[config.mk]
export PLATFORM = sky130hd
export DESIGN_NAME = cdb_arbiter_flat
export DESIGN_NICKNAME = d
export VERILOG_FILES = /design/src/rtl/cdb_arbiter_if.sv /design/src/rtl/cdb_arbiter.sv /design/src/flat_wrapper.sv
export SDC_FILE = /design/constraint.sdc
export NUM_CORES = 1
export LEC_CHECK = 0
export CORE_UTILIZATION = 50
export DETAILED_ROUTE_END_ITERATION = 10
export HOLD_SLACK_MARGIN = 0.08
export MAX_ROUTING_LAYER = met4
export PLACE_DENSITY = 0.82
export SLEW_MARGIN = 20
export SYNTH_ARGS = -nofsm -noshare
export SYNTH_HDL_FRONTEND = slang
export SYNTH_SLANG_ARGS = --single-unit
export TNS_END_PERCENT = 20
[constraint.sdc]
create_clock -name clk -period 7.6 [get_ports clk]
set_input_delay 0.76 -clock clk [delete_from_list [all_inputs] [get_ports clk]]
set_output_delay 0.76 -clock clk [all_outputs]
set_load 0.03 [all_outputs]
[src/rtl/cdb_arbiter_if.sv]
// Bundle of the three execution-unit result ports and the common data bus.
// master = producer/completion side, slave = the arbiter itself.
interface cdb_arbiter_if;
  logic        ld_valid;
  logic [39:0] ld_data;
  logic        ld_ready;
  logic        mu_valid;
  logic [39:0] mu_data;
  logic        mu_ready;
  logic        ad_valid;
  logic [39:0] ad_data;
  logic        ad_ready;
  logic        cdb_hold;
  logic        cdb_valid;
  logic [39:0] cdb_data;
  logic [1:0]  cdb_src;
  logic        busy;

  modport master (
    output ld_valid, ld_data, mu_valid, mu_data, ad_valid, ad_data, cdb_hold,
    input  ld_ready, mu_ready, ad_ready, cdb_valid, cdb_data, cdb_src, busy
  );

  modport slave (
    input  ld_valid, ld_data, mu_valid, mu_data, ad_valid, ad_data, cdb_hold,
    output ld_ready, mu_ready, ad_ready, cdb_valid, cdb_data, cdb_src, busy
  );
endinterface

[src/rtl/cdb_arbiter.sv]
// Common data bus arbiter: three private result FIFOs (load, mult, add)
// drained round-robin into a single registered CDB word with hold backpressure.
module cdb_arbiter #(
  parameter int FIFO_DEPTH = 2
) (
  input  logic         clk,
  input  logic         rst_n,
  cdb_arbiter_if.slave bus
);
  localparam int PW = (FIFO_DEPTH > 1) ? $clog2(FIFO_DEPTH) : 1;
  localparam int CW = PW + 1;
  localparam logic [CW-1:0] FULL = CW'(FIFO_DEPTH);

  logic [2:0]        in_valid;
  logic [2:0][39:0]  in_data;
  logic [2:0][39:0]  head;
  logic [2:0]        ready;
  logic [2:0]        nonempty;
  logic [2:0]        push;
  logic [2:0]        pop;
  logic [1:0]        rr_ptr;
  logic [1:0]        gnt_idx;
  logic              gnt_valid;
  logic              out_free;
  logic              cdb_valid_q;
  logic [39:0]       cdb_data_q;
  logic [1:0]        cdb_src_q;

  // Source index 0 = load, 1 = mult, 2 = add.
  assign in_valid = {bus.ad_valid, bus.mu_valid, bus.ld_valid};
  assign in_data  = {bus.ad_data, bus.mu_data, bus.ld_data};

  function automatic logic [1:0] add_mod3(input logic [1:0] a, input logic [1:0] b);
    logic [2:0] s;
    s = {1'b0, a} + {1'b0, b};
    return (s >= 3'd3) ? 2'(s - 3'd3) : s[1:0];
  endfunction

  for (genvar g = 0; g < 3; g++) begin : g_fifo
    logic [39:0]   mem [FIFO_DEPTH];
    logic [PW-1:0] wr_ptr;
    logic [PW-1:0] rd_ptr;
    logic [CW-1:0] count;

    // Ready looks only at the registered count, so a full queue never
    // accepts in the cycle it pops and cdb_hold has no path to ready.
    assign ready[g]    = (count < FULL);
    assign nonempty[g] = (count != '0);
    assign push[g]     = in_valid[g] && ready[g];
    assign pop[g]      = out_free && gnt_valid && (gnt_idx == 2'(g));
    assign head[g]     = mem[rd_ptr];

    always_ff @(posedge clk) begin
      if (push[g]) begin
        mem[wr_ptr] <= in_data[g];
      end
    end

    always_ff @(posedge clk or negedge rst_n) begin
      if (!rst_n) begin
        wr_ptr <= '0;
        rd_ptr <= '0;
        count  <= '0;
      end else begin
        if (push[g]) begin
          wr_ptr <= wr_ptr + PW'(1);
        end
        if (pop[g]) begin
          rd_ptr <= rd_ptr + PW'(1);
        end
        case ({push[g], pop[g]})
          2'b10:   count <= count + CW'(1);
          2'b01:   count <= count - CW'(1);
          default: count <= count;
        endcase
      end
    end
  end

  assign out_free = !cdb_valid_q || !bus.cdb_hold;

  // Scan from the farthest candidate back to rr_ptr so the nearest one wins.
  always_comb begin
    logic [1:0] cand;
    cand      = 2'd0;
    gnt_valid = 1'b0;
    gnt_idx   = rr_ptr;
    for (int k = 2; k >= 0; k--) begin
      cand = add_mod3(rr_ptr, 2'(k));
      if (nonempty[cand]) begin
        gnt_valid = 1'b1;
        gnt_idx   = cand;
      end
    end
  end

  always_ff @(posedge clk or negedge rst_n) begin
    if (!rst_n) begin
      cdb_valid_q <= 1'b0;
      cdb_data_q  <= '0;
      cdb_src_q   <= 2'd0;
      rr_ptr      <= 2'd0;
    end else if (out_free) begin
      if (gnt_valid) begin
        cdb_valid_q <= 1'b1;
        cdb_data_q  <= head[gnt_idx];
        cdb_src_q   <= gnt_idx;
        rr_ptr      <= add_mod3(gnt_idx, 2'd1);
      end else begin
        cdb_valid_q <= 1'b0;
      end
    end
  end

  assign bus.ld_ready  = ready[0];
  assign bus.mu_ready  = ready[1];
  assign bus.ad_ready  = ready[2];
  assign bus.cdb_valid = cdb_valid_q;
  assign bus.cdb_data  = cdb_data_q;
  assign bus.cdb_src   = cdb_src_q;
  assign bus.busy      = (|nonempty) || cdb_valid_q;
endmodule

[src/flat_wrapper.sv]
// flat-port wrapper written by rule: the top's interface ports become plain ports
module cdb_arbiter_flat 
#(
  parameter int FIFO_DEPTH = 2
)
  (clk, rst_n, bus_ld_valid, bus_ld_data, bus_mu_valid, bus_mu_data, bus_ad_valid, bus_ad_data, bus_cdb_hold, bus_ld_ready, bus_mu_ready, bus_ad_ready, bus_cdb_valid, bus_cdb_data, bus_cdb_src, bus_busy);
  cdb_arbiter_if bus_i ();
  input  logic clk;
  input  logic rst_n;
  input wire logic [$bits(bus_i.ld_valid)-1:0] bus_ld_valid;
  input wire logic [$bits(bus_i.ld_data)-1:0] bus_ld_data;
  input wire logic [$bits(bus_i.mu_valid)-1:0] bus_mu_valid;
  input wire logic [$bits(bus_i.mu_data)-1:0] bus_mu_data;
  input wire logic [$bits(bus_i.ad_valid)-1:0] bus_ad_valid;
  input wire logic [$bits(bus_i.ad_data)-1:0] bus_ad_data;
  input wire logic [$bits(bus_i.cdb_hold)-1:0] bus_cdb_hold;
  output wire logic [$bits(bus_i.ld_ready)-1:0] bus_ld_ready;
  output wire logic [$bits(bus_i.mu_ready)-1:0] bus_mu_ready;
  output wire logic [$bits(bus_i.ad_ready)-1:0] bus_ad_ready;
  output wire logic [$bits(bus_i.cdb_valid)-1:0] bus_cdb_valid;
  output wire logic [$bits(bus_i.cdb_data)-1:0] bus_cdb_data;
  output wire logic [$bits(bus_i.cdb_src)-1:0] bus_cdb_src;
  output wire logic [$bits(bus_i.busy)-1:0] bus_busy;
  assign bus_i.ld_valid = bus_ld_valid;
  assign bus_i.ld_data = bus_ld_data;
  assign bus_i.mu_valid = bus_mu_valid;
  assign bus_i.mu_data = bus_mu_data;
  assign bus_i.ad_valid = bus_ad_valid;
  assign bus_i.ad_data = bus_ad_data;
  assign bus_i.cdb_hold = bus_cdb_hold;
  assign bus_ld_ready = bus_i.ld_ready;
  assign bus_mu_ready = bus_i.mu_ready;
  assign bus_ad_ready = bus_i.ad_ready;
  assign bus_cdb_valid = bus_i.cdb_valid;
  assign bus_cdb_data = bus_i.cdb_data;
  assign bus_cdb_src = bus_i.cdb_src;
  assign bus_busy = bus_i.busy;
  cdb_arbiter #(.FIFO_DEPTH(FIFO_DEPTH)) u_core (.clk(clk), .rst_n(rst_n), .bus(bus_i));
endmodule
## Word-level counts from Yosys, hierarchy flattened

Memory sizes are Yosys's and may differ from the RTL's.
Index checks and enable logic that the tools add are counted.

| word-level totals | value |
|---|---|
| flip-flop bits (word level) | 57 |
| RAM bits | 240 |
| input port bits | 126 |
| output and inout port bits | 47 |
| logic and storage cells | 102 |
| memories | 3 |

Memories:

| name | depth | bits a word | read ports | clocked after Yosys merged registers in | wr ports | line | source |
|---|---|---|---|---|---|---|---|
| u_core.g_fifo[0].mem | 2 | 40 | 1 | 0 | 1 | cdb_arbiter.sv:40 | `logic [39:0] mem [FIFO_DEPTH];` |
| u_core.g_fifo[1].mem | 2 | 40 | 1 | 0 | 1 | cdb_arbiter.sv:40 |  |
| u_core.g_fifo[2].mem | 2 | 40 | 1 | 0 | 1 | cdb_arbiter.sv:40 |  |

| operators by class | value |
|---|---|
| add/subtract/negate cells | 19 |
| magnitude comparators | 11 |
| eq/ne operators | 8 |
| mux-type cells | 28 |
| reduce and logical (&&, ||, !) cells | 20 |

Operators with widths:

| kind | number |
|---|---|
| 40-bit binary-select mux with 2-bit select | 1 |
| 40-bit 2-to-1 mux | 1 |
| 2-bit 2-to-1 mux | 7 |
| 1-bit 2-to-1 mux | 13 |
| 2-bit by 3-bit < comparator with 1-bit output, second input constant | 4 |
| 2-bit one-hot mux with 2 select lines | 3 |
| 2-bit nonzero test | 6 |
| 3-bit by 2-bit >= comparator with 1-bit output, second input constant | 3 |
| 2-bit by 1-bit == test with 1-bit output, second input constant | 4 |
| 2-bit == test, second input constant | 4 |
| 2-bit subtractor, second input constant | 4 |
| 1-bit logical AND | 7 |
| 1-bit adder, second input constant | 6 |
| 2-bit by 1-bit adder with 2-bit output, second input constant | 3 |
| 2-bit by 1-bit adder with 3-bit output, second input constant | 2 |
| 1-bit binary-select mux with 2-bit select | 3 |
| 2-bit < comparator, second input constant | 3 |
| 2-bit by 1-bit subtractor with 2-bit output, second input constant | 3 |
| 2-bit by 2-bit adder with 3-bit output, second input constant | 1 |
| 3-bit OR reduction | 1 |
| 2-bit >= comparator, second input constant | 1 |
| 1-bit zero test | 2 |
| 2-bit zero test | 1 |
| 1-bit logical OR | 2 |
| 2-bit AND reduction | 1 |

## Depth between registers and ports, before layout

| depth | value |
|---|---|
| depth in word-level cells | 12 |
| mapped depth | 15 |
| depth with buffers taken out | 12 |

## Least setup slack after synthesis

No wires, ideal clock.

| timing | value |
|---|---|
| path type | register to register |
| start | register u_core.g_fifo[0].count[1] |
| end | memory u_core.g_fifo[0].mem[0][0] (enable) |
| library setup time | 0.437 ns |
| arrival time | 2.567 ns |
| required time | 7.163 ns |
| setup slack | 4.595 ns |
| stages on the path, launching flop included | 4 |
| path buffers | 0 |
| clock period less this slack | 3.005 ns |
| path through | dfrtp_1 inv_1 nand2_1 nor2_1 |

| on the way | value |
|---|---|
| cells in the longest elaborated chain, start to end | 4 |

RTL lines:

| item | line | source |
|---|---|---|
| from (decl) | cdb_arbiter.sv:43 | `logic [CW-1:0] count;` |
| from (signal assigned) | cdb_arbiter.sv:72 | `2'b10: count <= count + CW'(1);` |
| from (signal assigned) | cdb_arbiter.sv:73 | `2'b01: count <= count - CW'(1);` |
| from (signal assigned) | cdb_arbiter.sv:74 | `default: count <= count;` |
| 2-bit < comparator | cdb_arbiter.sv:47 | `assign ready[g] = (count < FULL);` |
| net bus_ld_ready | flat_wrapper.sv:17 | `output wire logic [$bits(bus_i.ld_ready)-1:0] bus_ld_ready;` |
| 1-bit logical AND | cdb_arbiter.sv:49 | `assign push[g] = in_valid[g] && ready[g];` |
| 1-bit 2-to-1 mux | cdb_arbiter.sv:54 | `if (push[g]) begin` |
| 1-bit 2-to-1 mux (not written as such) | cdb_arbiter.sv:55 | `mem[wr_ptr] <= in_data[g];` |
| to (decl) | cdb_arbiter.sv:40 |  |

The timed path passes the listed nets, and every way through them passes these cells.

## Final worst setup path

| timing | value |
|---|---|
| start | register u_core.rr_ptr[0] |
| end | register u_core.g_fifo[2].count[1] |

| on the way | value |
|---|---|
| cells in the longest elaborated chain, start to end | 12 |
| elaborated cells on any way between the ends | 30 |
| those cells by class | add/sub (5); order compare (3); eq/ne (3); mux (16); reduce/logical (3) |

RTL lines:

| item | line | source |
|---|---|---|
| from (decl) | cdb_arbiter.sv:21 | `logic [1:0] rr_ptr;` |
| from (signal assigned) | cdb_arbiter.sv:108 | `rr_ptr <= add_mod3(gnt_idx, 2'd1);` |
| 2-bit by 2-bit adder with 3-bit output | cdb_arbiter.sv:35 | `s = {1'b0, a} + {1'b0, b};` |
| 3-bit by 2-bit >= comparator with 1-bit output or 2-bit subtractor (tied branches) | cdb_arbiter.sv:36 | `return (s >= 3'd3) ? 2'(s - 3'd3) : s[1:0];` |
| 2-bit 2-to-1 mux | cdb_arbiter.sv:36 |  |
| 1-bit binary-select mux with 2-bit select | cdb_arbiter.sv:90 | `if (nonempty[cand]) begin` |
| 1-bit 2-to-1 mux (not written as such) | cdb_arbiter.sv:90 |  |
| 2-bit 2-to-1 mux or 1-bit 2-to-1 mux (tied branches) (3 in a row) | cdb_arbiter.sv:90 |  |
| 2-bit == test or 1-bit logical AND (tied branches) | cdb_arbiter.sv:50 | `assign pop[g] = out_free && gnt_valid && (gnt_idx == 2'(g));` |
| 1-bit logical AND * | cdb_arbiter.sv:50 |  |
| net u_core.pop[2] | cdb_arbiter.sv:20 | `logic [2:0] pop;` |
| 2-bit by 1-bit == test with 1-bit output or 2-bit == test (tied branches) | cdb_arbiter.sv:71 | `case ({push[g], pop[g]})` |
| 2-bit one-hot mux with 2 select lines or 2-bit nonzero test (tied branches) | n/a |  |
| to (signal assigned) | cdb_arbiter.sv:72 |  |
| to (signal assigned) | cdb_arbiter.sv:73 |  |
| to (signal assigned) | cdb_arbiter.sv:74 |  |
| to (decl) | cdb_arbiter.sv:43 |  |

The timed path passes the listed nets; every way through them passes the cells marked *. The select of a mux whose other input is x is not followed.
A chain may end at the register's enable or synchronous reset.

==> reports/metrics.cfg <==
[routing]
avgViaCountPerCell = 5.36
wirelength_mm = 24.7
antenna_left = 0
drc = 0
drt-pass1-iter-count = 4
wl_per_cell_um = 20.9
drt_iter0_markers = 238
vias = 6340

[clock_network]
cts_tree = built
cts_max_path_buffers = 3
path_clk_slew_ns = 0.06
cts_buffers = 30
cts_hold_buf = 0
cts_root_buffer = clkbuf_16
clkSinkCount = 297
cts_max_level = 1
cts_resized = 0
cts_setup_buffers = 0
insertion_delay_ns = 0.54

[logic_synthesis]
yosysSeqAreaShare_pct = 71.5
post-synth-top-count-cell = edfxtp_1
yosysWarnings = 0
synthCells = 661
synthTopCellsByCount = edfxtp_1 (240), mux2i_1 (120), dfrtp_1 (57)
syn-num-nets = 793
synth_cell_types = 46
synth_top_area_share_pct = 59.6
synth_seq_cells = 297
synthTopCellsByArea = edfxtp_1 (60%), dfrtp_1 (12%), mux2i_1 (9.9%), o221ai_2 (5.0%), mux2_4 (4.8%)
async_flop_share_pct = 19.2
synth_area_mm2 = 0.0121
synth_edf_count = 240
synth_ff_type = edfxtp_1
syn_area_per_cell_um2 = 18.3
yosysTopAreaCell = edfxtp_1

[die]
row_count = 56
core_mm2 = 0.0236
initial_utilization_pct = 51.2
die-height_um = 157
floorplan.io_pins = 173
die_w_um = 157
die_area_mm2 = 0.0248

[power]
p_per_area_mw_per_mm2 = 446
p_comb_share_pct = 42.7
clkPwrFrac_pct = 22.1
ir_drop_v = 0.000349
p_sw_share_pct = 34.6
seq_power_share_pct = 35.3
p_int_w = 0.00441
p_switching_w = 0.00233
p_leak_nw = 5.55

[worst_setup_path]
cp_num_buf_inv = 3
cp.required_ns = 8.06
critPathArrivalTime_ns = 4.40
cp-end-kind = register
setup.worst_path.class = reg2reg
max_stage_delay_ns = 0.83
start_kind = register
path_cells = inv_1, ha_1, nor2b_1, and2_1, or3_4, o21ai_4, buf_4, nand2b_4, inv_1, ha_1, nor2_1, xnor2_1
cp_max_fo = 48
cpMaxStageDelayCell = nand2b_4
crit_family = simple AND/OR/NAND/NOR gates

[grt]
grt_pass1_vias = 6740
grt_max_degree = 58
antenna_found_initial = 0
grt_overflow = 0
grt_pass1_wl_mm = 37.4
track_usage_pct = 21.0

[final_layout]
drive_above_1_share_pct = 18.2
fin_util_pct = 64.0
syn_to_final_growth_pct = 25.1
final_net_count = 971
fill_cells = 1661
layout.cells.non_filler = 1182

[worst_hold_path]
hold_class = in2async

[placement]
place_congestion = 0.780
place.detailed.hpwl_mm = 14.6
post-place-cells = 1126
io_buffer_count = 172

[timing]
fin_tns_setup_ns = 0
final-setup-viol-count = 0
tightest_slew_ns = 0.876
clock_skew_ns = 0.00826
slew_viol_final = 0
slew_headroom_pct = 41.6
rsz0062_at_grt = false
fmax_mhz = 254
hold_viol_final = 0
fin_crit_ns = 3.94
fin_crit_sh_pct = 51.9

[run_status]
status = finished clean

[flow_run]
drv_cap = 0

==> state kept, by name, summed over array words and instances, names as in the netlist <==
signal / flops
u_core.bus.cdb_data: 40
u_core.bus.cdb_src: 2
u_core.bus.cdb_valid: 1
u_core.g_fifo.count: 6
u_core.g_fifo.mem: 240
u_core.g_fifo.rd_ptr: 3
u_core.g_fifo.wr_ptr: 3
u_core.rr_ptr: 2
==> power groups by stage <==
stage          registers, W  clock network (W)  logic (W)
2_1_floorplan       0.00257                  0    0.00197
3_3_place_gp        0.00240                  0    0.00283
3_5_place_dp        0.00241                  0    0.00290
4_1_cts             0.00238            0.00151    0.00291
5_1_grt             0.00241            0.00157    0.00307
6_report            0.00238            0.00149    0.00287
==> layout make-up <==
| cell class | count | area (µm²) | share of cell area (%) |
|---|---|---|---|
| Clock inverter | 11 | 159 | 1.05 |
| Timing Repair Buffer | 181 | 1790 | 11.8 |
| Antenna cell | 1 | 2.50 | 0.0165 |
| Clock buffer | 44 | 845 | 5.59 |
| Sequential cell | 297 | 8640 | 57.1 |
| Inverter | 7 | 26.3 | 0.174 |
| Tap cell | 319 | 399 | 2.64 |
| Multi-Input combinational cell | 322 | 3270 | 21.6 |
==> worst reg2reg max path, delay by kind of cell (launching register included) <==
| kind | cells | cell delay [ns] |
|---|---|---|
| buffers and inverters | 3 | 0.70 |
| XOR/XNOR | 1 | 0.13 |
| AND/OR/NAND/NOR | 5 | 1.79 |
| flip-flops | 1 | 0.37 |
| AO/OA/AOI/OAI | 1 | 0.13 |
| adder cells (fa/ha/maj) | 2 | 0.76 |
==> logic make-up after synthesis <==
family | count (synthesis) | synth area share, %
buffers and inverters | 42 | 2.03
XOR/XNOR | 16 | 1.16
AO/OA/AOI/OAI | 62 | 6.76
multiplexers | 160 | 14.9
flip-flops | 297 | 71.5
adder cells (fa/ha/maj) | 6 | 0.621
AND/OR/NAND/NOR | 78 | 3.10
==> path summary, 6_finish.rpt <==
kind	start	end	slack [ns]	depth (start not counted)
max	u_core.rr_ptr[0]	u_core.g_fifo[2].count[1]	3.66	12
min reg2reg	u_core.bus.cdb_src[0]	u_core.bus.cdb_src[0]	0.49	2
max reg2reg	u_core.rr_ptr[0]	u_core.g_fifo[2].count[1]	3.66	12
max in group asynchronous	rst_n	u_core.g_fifo[2].rd_ptr	6.71	1
min	rst_n	u_core.bus.cdb_data[17]	0.32	1
min in group clk	u_core.bus.cdb_src[0]	u_core.bus.cdb_src[0]	0.49	2
==> metrics by stage <==
| step | total power [W] | setup slack (ns) | cell area, µm² | hold WS [ns] |
|---|---|---|---|---|
| after floorplan | 0.00455 | 4.60 | 12100 | 0.461 |
| after global placement | 0.00523 | 3.79 | 14100 | 0.472 |
| after detailed placement | 0.00531 | 3.64 | 14100 | 0.476 |
| after CTS | 0.00681 | 3.62 | 15100 | 0.344 |
| after global routing | 0.00705 | 3.37 | 15100 | 0.368 |
| final | 0.00674 | 3.66 | 15100 | 0.319 |
==> layer usage <==
metal	wire [µm]	track usage (%)	vias up
li1	-	-	2931
met1	10300	26.0	3210
met2	13000	36.5	162
met3	971	2.56	37
met4	412	5.69	0
met5	0	-	-
==> placed cells by master (no fill, tap or decap), types with 3 or more instances in the layout <==
master,count
ha_1,6
buf_4,10
nor2b_1,4
nor2_1,7
mux2_4,39
o221ai_2,40
nand2_1,49
clkbuf_1,11
clkbuf_16,31
and3_4,3
bufinv_16,4
edfxtp_1,240
inv_1,7
mux2i_1,120
a211oi_1,3
dfrtp_2,3
clkdlybuf4s50_1,171
dfrtp_1,54
nor2_4,4
clkinv_2,4
xnor2_1,14
No activity file was read; power rests on OpenSTA's default activity.
